### src/rtl/histogram_pkg.sv
// Shared types and constants for the histogram compressor/decompressor pair.
// Bin indices follow {stream_a, stream_b} order.
package histogram_pkg;

  typedef enum logic [1:0] {
    IDLE  = 2'd0,
    ACCUM = 2'd1,
    FLUSH = 2'd2
  } hc_state_t;

  localparam logic [1:0] BIN_00 = 2'b00;
  localparam logic [1:0] BIN_01 = 2'b01;
  localparam logic [1:0] BIN_10 = 2'b10;
  localparam logic [1:0] BIN_11 = 2'b11;

  localparam int NUM_BINS = 4;

  function automatic int hist_cnt_width(input int len);
    return $clog2(len + 1);
  endfunction

endpackage

### src/rtl/histogram_compressor_bin_counter.sv
// Up-counter with synchronous clear and increment enable.
// Used for each histogram bin and for the window sample count.
module histogram_bin_counter #(
  parameter int WIDTH = 8
) (
  input  logic             clk,
  input  logic             rst_n,
  input  logic             clr,
  input  logic             inc,
  output logic [WIDTH-1:0] count
);

  logic [WIDTH-1:0] count_q;
  logic [WIDTH-1:0] count_d;

  // Clear has priority so a new window never inherits a stale increment.
  always_comb begin
    count_d = count_q;
    if (clr) begin
      count_d = '0;
    end else if (inc) begin
      count_d = count_q + WIDTH'(1);
    end
  end

  always_ff @(posedge clk) begin
    if (!rst_n) begin
      count_q <= '0;
    end else begin
      count_q <= count_d;
    end
  end

  assign count = count_q;

endmodule

### src/rtl/histogram_compressor.sv
// Counts {stream_a, stream_b} pair occurrences over a window and hands the
// four bin counts to the consumer through a single-entry valid/ack register.
//
// state | meaning
// IDLE  | no window open; waiting for start_compress
// ACCUM | accepting samples into the bin accumulators
// FLUSH | window closed, counts frozen, waiting for the output slot to free
module histogram_compressor
  import histogram_pkg::*;
#(
  parameter int STREAM_LENGTH = 128,
  parameter int COUNTER_WIDTH = hist_cnt_width(STREAM_LENGTH)
) (
  input  logic                     clk,
  input  logic                     rst_n,
  input  logic                     start_compress,
  input  logic                     valid_in,
  input  logic                     stream_a,
  input  logic                     stream_b,
  input  logic                     end_window,
  output logic                     in_ready,
  output logic                     busy,
  output logic [COUNTER_WIDTH-1:0] count_00,
  output logic [COUNTER_WIDTH-1:0] count_01,
  output logic [COUNTER_WIDTH-1:0] count_10,
  output logic [COUNTER_WIDTH-1:0] count_11,
  output logic [COUNTER_WIDTH-1:0] window_len,
  output logic                     counts_valid,
  input  logic                     counts_ack
);

  localparam logic [COUNTER_WIDTH-1:0] LEN_MAX = COUNTER_WIDTH'(STREAM_LENGTH);

  hc_state_t state_q;
  hc_state_t state_d;

  logic [COUNTER_WIDTH-1:0] bin_cnt  [NUM_BINS];
  logic [COUNTER_WIDTH-1:0] bin_next [NUM_BINS];
  logic [COUNTER_WIDTH-1:0] samp_cnt;
  logic [COUNTER_WIDTH-1:0] samp_next;

  logic [COUNTER_WIDTH-1:0] cnt_out_q [NUM_BINS];
  logic [COUNTER_WIDTH-1:0] cnt_out_d [NUM_BINS];
  logic [COUNTER_WIDTH-1:0] len_q;
  logic [COUNTER_WIDTH-1:0] len_d;
  logic                     counts_valid_q;
  logic                     counts_valid_d;

  logic [1:0] bin_sel;
  logic       accept;
  logic       acc_clr;
  logic       hit_full;
  logic       close_win;
  logic       slot_free;
  logic       load;

  assign bin_sel   = {stream_a, stream_b};
  assign accept    = valid_in && in_ready;
  assign acc_clr   = (state_q == IDLE) && start_compress;
  assign samp_next = samp_cnt + COUNTER_WIDTH'(accept);
  assign hit_full  = accept && (samp_next == LEN_MAX);
  assign close_win = (state_q == ACCUM) && (end_window || hit_full);
  assign slot_free = !counts_valid_q || counts_ack;

  for (genvar b = 0; b < NUM_BINS; b++) begin : g_bin
    histogram_bin_counter #(
      .WIDTH (COUNTER_WIDTH)
    ) u_bin (
      .clk   (clk),
      .rst_n (rst_n),
      .clr   (acc_clr),
      .inc   (accept && (bin_sel == 2'(b))),
      .count (bin_cnt[b])
    );
  end

  histogram_bin_counter #(
    .WIDTH (COUNTER_WIDTH)
  ) u_samp (
    .clk   (clk),
    .rst_n (rst_n),
    .clr   (acc_clr),
    .inc   (accept),
    .count (samp_cnt)
  );

  // Next-cycle accumulator values, so a closing-cycle sample lands in the load.
  // In FLUSH nothing is accepted, so these equal the frozen accumulators.
  always_comb begin
    for (int b = 0; b < NUM_BINS; b++) begin
      bin_next[b] = bin_cnt[b] + COUNTER_WIDTH'(accept && (bin_sel == 2'(b)));
    end
  end

  always_ff @(posedge clk) begin
    if (!rst_n) begin
      state_q <= IDLE;
    end else begin
      state_q <= state_d;
    end
  end

  always_comb begin
    state_d = state_q;
    case (state_q)
      IDLE:    if (start_compress) state_d = ACCUM;
      ACCUM:   if (close_win)      state_d = slot_free ? IDLE : FLUSH;
      FLUSH:   if (slot_free)      state_d = IDLE;
      default:                     state_d = IDLE;
    endcase
  end

  always_comb begin
    in_ready = 1'b0;
    busy     = 1'b0;
    load     = 1'b0;
    case (state_q)
      ACCUM: begin
        in_ready = 1'b1;
        busy     = 1'b1;
        load     = close_win && slot_free;
      end
      FLUSH: begin
        busy = 1'b1;
        load = slot_free;
      end
      default: ;
    endcase
  end

  // A load in the same cycle as an ack keeps counts_valid high.
  always_comb begin
    for (int b = 0; b < NUM_BINS; b++) begin
      cnt_out_d[b] = cnt_out_q[b];
    end
    len_d          = len_q;
    counts_valid_d = counts_valid_q;
    if (load) begin
      for (int b = 0; b < NUM_BINS; b++) begin
        cnt_out_d[b] = bin_next[b];
      end
      len_d          = samp_next;
      counts_valid_d = 1'b1;
    end else if (counts_valid_q && counts_ack) begin
      counts_valid_d = 1'b0;
    end
  end

  always_ff @(posedge clk) begin
    if (!rst_n) begin
      for (int b = 0; b < NUM_BINS; b++) begin
        cnt_out_q[b] <= '0;
      end
      len_q          <= '0;
      counts_valid_q <= 1'b0;
    end else begin
      for (int b = 0; b < NUM_BINS; b++) begin
        cnt_out_q[b] <= cnt_out_d[b];
      end
      len_q          <= len_d;
      counts_valid_q <= counts_valid_d;
    end
  end

  assign count_00     = cnt_out_q[BIN_00];
  assign count_01     = cnt_out_q[BIN_01];
  assign count_10     = cnt_out_q[BIN_10];
  assign count_11     = cnt_out_q[BIN_11];
  assign window_len   = len_q;
  assign counts_valid = counts_valid_q;

endmodule

### config.mk
export PLATFORM = sky130hd
export DESIGN_NAME = histogram_compressor
export DESIGN_NICKNAME = d
export VERILOG_FILES = /design/src/rtl/histogram_pkg.sv /design/src/rtl/histogram_compressor_bin_counter.sv /design/src/rtl/histogram_compressor.sv
export SDC_FILE = /design/constraint.sdc
export NUM_CORES = 1
export LEC_CHECK = 0
export CAP_MARGIN = 0
export CORE_ASPECT_RATIO = 0.6
export CORE_MARGIN = 2
export CORE_UTILIZATION = 55
export DETAILED_ROUTE_END_ITERATION = 12
export PLACE_DENSITY = 0.83
export SETUP_SLACK_MARGIN = 0.05
export SLEW_MARGIN = 20
export SYNTH_ARGS = -nofsm -noshare
export SYNTH_HDL_FRONTEND = slang
export SYNTH_SLANG_ARGS = --single-unit
export TNS_END_PERCENT = 1
### constraint.sdc
create_clock -name clk -period 9.55 [get_ports clk]
set_input_delay 1.4325 -clock clk [delete_from_list [all_inputs] [get_ports clk]]
set_output_delay 1.4325 -clock clk [all_outputs]
set_load 0.005 [all_outputs]
Word level (Yosys, flattened, before mapping)

Memories as Yosys holds them, arrays and structs flattened.
Index checks and enable logic that the tools add are counted.

Add/sub/neg operators: 10
Equal/unequal tests: 10
Multiplexer cells: 17
Bitwise logic cells: 5
Reductions and logical operators: 20

Operators by type and width:

| kind                                                | number |
|---|---|
| adder 8 x 1 -> 8 bit                                | 5 |
| adder 8 x 1 -> 8 bit, second input constant         | 5 |
| two-way mux 32 bit                                  | 1 |
| two-way mux 8 bit                                   | 4 |
| logical AND 1 bit                                   | 10 |
| equality test 8 bit, second input constant          | 1 |
| two-way mux 2 bit                                   | 4 |
| equality test 2 bit, second input constant          | 3 |
| two-way mux 1 bit                                   | 6 |
| != test 2 bit, second input constant                | 3 |
| one-hot mux 2 bit (3 select lines)                  | 1 |
| equality test 2 x 1 -> 1 bit, second input constant | 2 |
| zero test 2 bit                                     | 2 |
| OR 1 bit                                            | 4 |
| OR reduction 2 bit                                  | 2 |
| AND reduction 3 bit                                 | 1 |
| logical OR 1 bit                                    | 2 |
| one-hot mux 1 bit (2 select lines)                  | 1 |
| AND reduction 2 bit                                 | 1 |
| nonzero test 2 bit                                  | 1 |
| zero test 1 bit                                     | 1 |
| != test 1 bit, second input constant                | 1 |
| inverter 1 bit                                      | 1 |

Register bits: 51
RAM bits: 32
Word-level logic and storage cells: 71
Memories kept: 1

Memories:

| memory    | depth | width | rd ports | clocked after Yosys merged registers in | wr ports | RTL line                   | RTL |
|---|---|---|---|---|---|---|---|
| cnt_out_q | 4     | 8     | 4        | 0                                       | 4        | histogram_compressor.sv:42 | `logic [COUNTER_WIDTH-1:0] cnt_out_q [NUM_BINS];` |

Depth between registers and ports, before layout

Depth after elaboration: 13
Mapped depth: 14

By module

A second synthesis with hierarchy kept.

Cells, all modules: 479
Area total of the unflattened synthesis: 4045.1 um2

By module, submodules not included:

| module                | times used | cells an instance | area each (um2) | seq. area each (um2) |
|---|---|---|---|---|
| histogram_compressor  | 1          | 289               | 2349.8          | 860.8 |
| histogram_bin_counter | 5          | 38                | 339.1           | 160.2 |

Worst setup path before layout

OpenSTA, ideal clock, no wires.

Path kind: input -> register
Start point: in valid_in
End point: mem cnt_out_q[1][2] (netlist bit)
Library setup time: 146 ps
Data arrival time: 3678 ps
Data required time: 9404 ps
Slack: 5726 ps
Stages on the path: 11
Path buffers: 2
Path through: nand2_1 inv_1 buf_2 ha_1 ha_1 or4_1 nor3_2 a311oi_4 nor2_4 buf_6 a211oi_2

RTL lines:

| item               | RTL line                   | RTL |
|---|---|---|
| start: declaration | histogram_compressor.sv:17 | `input logic valid_in,` |
| end: declaration   | histogram_compressor.sv:42 |  |

==> impl_metrics.csv <==
group,metric,value,unit
clock_network,cts_tree,"done",
placed_design,gp_congestion,0.830,
worst_hold_path,hp-class,"flip-flop to flip-flop",
critical_path,arrival,4.84,ns
yosys,ys_warn_count,0,
yosys,avgSynthCellArea,9.08,sq um
run,max_cap_viol_count,0,
yosys,synth_area,4030,sq um
route,vias_per_cell,5.72,
placed_design,portBuffers,50,
clock_network,cts_setup_buffers,0,
grt,antenna_found_initial,0,
layout,n_fill_cell,593,
critical_path,slowest_delay,0.74,ns
grt,grt_start_max_net_pins,42,
timing,skew,0.00680,ns
route,drc_errors,0,
route,num_vias,3286,
critical_path,path_class,"primary input to flip-flop",
floorplanning,ios,51,
grt,grtUsageTotal,0.238,
layout,nets,504,
yosys,yosys.area.top_type,"dfxtp_1",
layout,drive_gt1_frac,0.0828,
pwr,pwr_density_cell,151,nW/um^2
pwr,p_clk_frac,0.445,
layout,antenna_cells,0,
critical_path,cp-end-kind,"flip-flop",
placed_design,post_dp_cell_area,4520,sq um
critical_path,cp-start-kind,"primary input",
floorplanning,core_area,7180,sq um
timing,fin_crit,4.66,ns
placed_design,place_hpwl,6120,um
critical_path,critical-path-slowest-cell,"nor2_4",
pwr,leakage,0.00161,uW
timing,finalMaxSlewViolations,0,
clock_network,clk_pin_slew,0.06,ns
pwr,peakVddDrop,0.130,mV
clock_network,cts-root-buf,"clkbuf_16",
clock_network,clock_latency,0.34,ns
route,wl_per_cell,15.6,um
clock_network,cts-hold-fix-buffers,0,
yosys,netlist_instances,444,
timing,slew_headroom,0.335,
route,routed_wl,8970,um
layout,syn_to_final_growth,19.0,%
pwr,p_int,561,uW
yosys,synthArstFlopShare,0,
critical_path,worstRegToRegCells,11,
critical_path,r2r-end,"cnt_out_q[1][2]",
route,drt-initial-drc-count,303,
timing,timing.final.crit_share,0.488,
critical_path,cp.required,9.73,ns
worst_hold_path,hp-start,"window_len[1]",
clock_network,cts_resized,0,
floorplanning,initial_core_util,0.562,
yosys,yosys.area.top_type_share,0.412,
pwr,combPwrFrac,0.067,
layout,fin_area,4800,sq um
timing,worst_pin_slew,0.991,ns
timing,hold_ws,0.502,ns
pwr,seq_power_share,0.488,
yosys,seq_area_frac_synth,0.412,
yosys,ys_ff_latch,83,
route,drtAntennaViolNets,0,
yosys,synth.distinct_cells,38,
clock_network,htree_num_levels,3,
timing,rsz0062_at_grt,"no",
timing,max_freq,215,MHz
pwr,sw_frac_of_total,0.227,
floorplanning,die_w,115,um
grt,grt_overflow_total,0,
yosys,synth_edf_count,0,
grt,grt_pass1_vias,3030,
timing,setup_viol,0,
clock_network,cts_buffers,9,
yosys,syn-num-nets,470,
critical_path,critPathMostFrequentCell,"ha_1",
timing,final.setup.tns,0,ns
critical_path,reg2reg_setup_slack,5.72,ns
yosys,synth-main-ff-cell,"dfxtp_1",
clock_network,cts_sinks,83,
critical_path,crit_fanout,28,
floorplanning,die_y,70.3,um
outcome,status,"finished clean",
clock_network,cts_buffer_depth,2,
floorplanning,rows,24,
critical_path,cp_cell_sequence,"clkdlybuf4s50_1 -> nand2_1 -> inv_1 -> ha_1 -> ha_1 -> or4_1 -> nor3_2 -> a311oi_4 -> nor2_4 -> a211oi_2",
floorplanning,dieArea,8050,sq um
pwr,p_sw,165,uW
timing,hold_viol,0,
critical_path,regToRegStartpoint,"state_q[1]",
worst_hold_path,hold_path_depth,2,
route,dr.pass1.iters,4,
grt,grt_first_pass_wirelength,14800,um
yosys,synthTopCellsByArea,"dfxtp_1 (41%), xor2_1 (8.3%), a211oi_2 (5.9%)",
worst_hold_path,min_to,"window_len[1]",
cell type report:
class / count / area [sq um] / area share
clock inverter: 2 / 10.0 / 0.00209
sequential: 83 / 1660 / 0.346
tap: 91 / 114 / 0.0237
timing repair buffer: 53 / 523 / 0.109
clock buffer: 14 / 264 / 0.0550
multi-input combinational: 324 / 2200 / 0.458
inverter: 7 / 26.3 / 0.00548
power by group through the flow:
stage                     registers (uW)  logic [uW]  clock network (uW)
after detailed placement             362        48.5                   0
after global placement               361        47.1                   0
final                                354        48.9                 323
after floorplan                      361        30.0                   0
after global routing                 354        53.4                 343
after CTS                            354        48.8                 327
how the worst max path moves through the flow:
stage | slack (ns) | endpoint | cells past startpoint | start
final | 4.89 | cnt_out_q[1][2] | 10 | valid_in
after global routing | 4.62 | cnt_out_q[1][4] | 10 | valid_in
after CTS | 4.94 | cnt_out_q[1][2] | 10 | valid_in
after detailed placement | 4.57 | cnt_out_q[2][7] | 10 | valid_in
after global placement | 4.68 | cnt_out_q[1][7] | 10 | valid_in
after floorplan | 5.73 | cnt_out_q[1][2] | 11 | valid_in
layout by cell type, fill, tap and decap left out:
cell type,count
a211o_1,1
a211oi_1,10
a211oi_2,19
a21oi_1,47
a221oi_1,1
a311o_1,1
a311o_2,1
a311oi_1,1
a311oi_4,1
and2_1,1
and3_1,6
and4_1,2
buf_4,3
clkbuf_1,3
clkbuf_16,9
clkbuf_8,2
clkdlybuf4s50_1,50
clkinv_2,2
dfxtp_1,83
ha_1,18
inv_1,7
mux2i_1,5
nand2_1,26
nand3_1,28
nand3_4,1
nand4_1,14
nor2_1,45
nor2_4,1
nor2b_1,1
nor3_1,7
nor3_2,1
nor4_1,2
o21a_1,2
o21ai_0,16
or2_1,1
or3_1,6
or4_1,1
xnor2_1,20
xor2_1,38
stage by stage:
| step | utilization | worst slack (ns) | power [uW] | instances |
|---|---|---|---|---|
| after detailed placement | 0.630 | 4.57 | 410 | 558 |
| after global placement | 0.630 | 4.68 | 409 | 558 |
| final | 0.669 | 4.89 | 726 | 574 |
| after CTS | 0.669 | 4.94 | 730 | 574 |
| after floorplan | - | 5.73 | 391 | 444 |
| after global routing | 0.669 | 4.62 | 751 | 574 |
flip-flops by register name (all words and copies together) (netlist names):
register and flops:
cnt_out_q 32, g_bin.u_bin.count 32, u_samp.count 8, window_len 8, state_q 2, counts_valid 1
routing by layer:
layer,track usage,part of all wire,up-vias
li1,-,-,1626
met4,0.0569,0.0084,0
met5,0,0,-
met2,0.331,0.42,105
met1,0.349,0.50,1547
met3,0.0851,0.075,8
cells in the mapped netlist (3+ instances only):
master	count
nor3_1	7
buf_2	4
or3_1	6
nand3_1	28
clkbuf_1	20
inv_1	7
nand2_1	26
ha_1	18
a211oi_2	19
o21ai_0	16
buf_4	3
xnor2_1	20
and3_1	6
a211oi_1	10
nand4_1	14
dfxtp_1	83
a21oi_1	47
nor2_1	45
xor2_1	38
mux2i_1	5
worst max-delay path, delay by kind of cell:
kind | cells | cell delay [ns]
and+or+nand+nor | 4 | 1.70
buffers and inverters | 2 | 0.73
AOI/OAI and AO/OA | 2 | 0.41
adders and majority gates | 2 | 0.54
kinds of logic after synthesis:
kind of cell	synth area share
AOI/OAI and AO/OA	0.178
xor gates and xnor gates	0.126
adders and majority gates	0.0559
muxes	0.0124
and+or+nand+nor	0.173
DFF	0.412
buffers and inverters	0.0422
No activity file was read; power rests on OpenSTA's default activity.
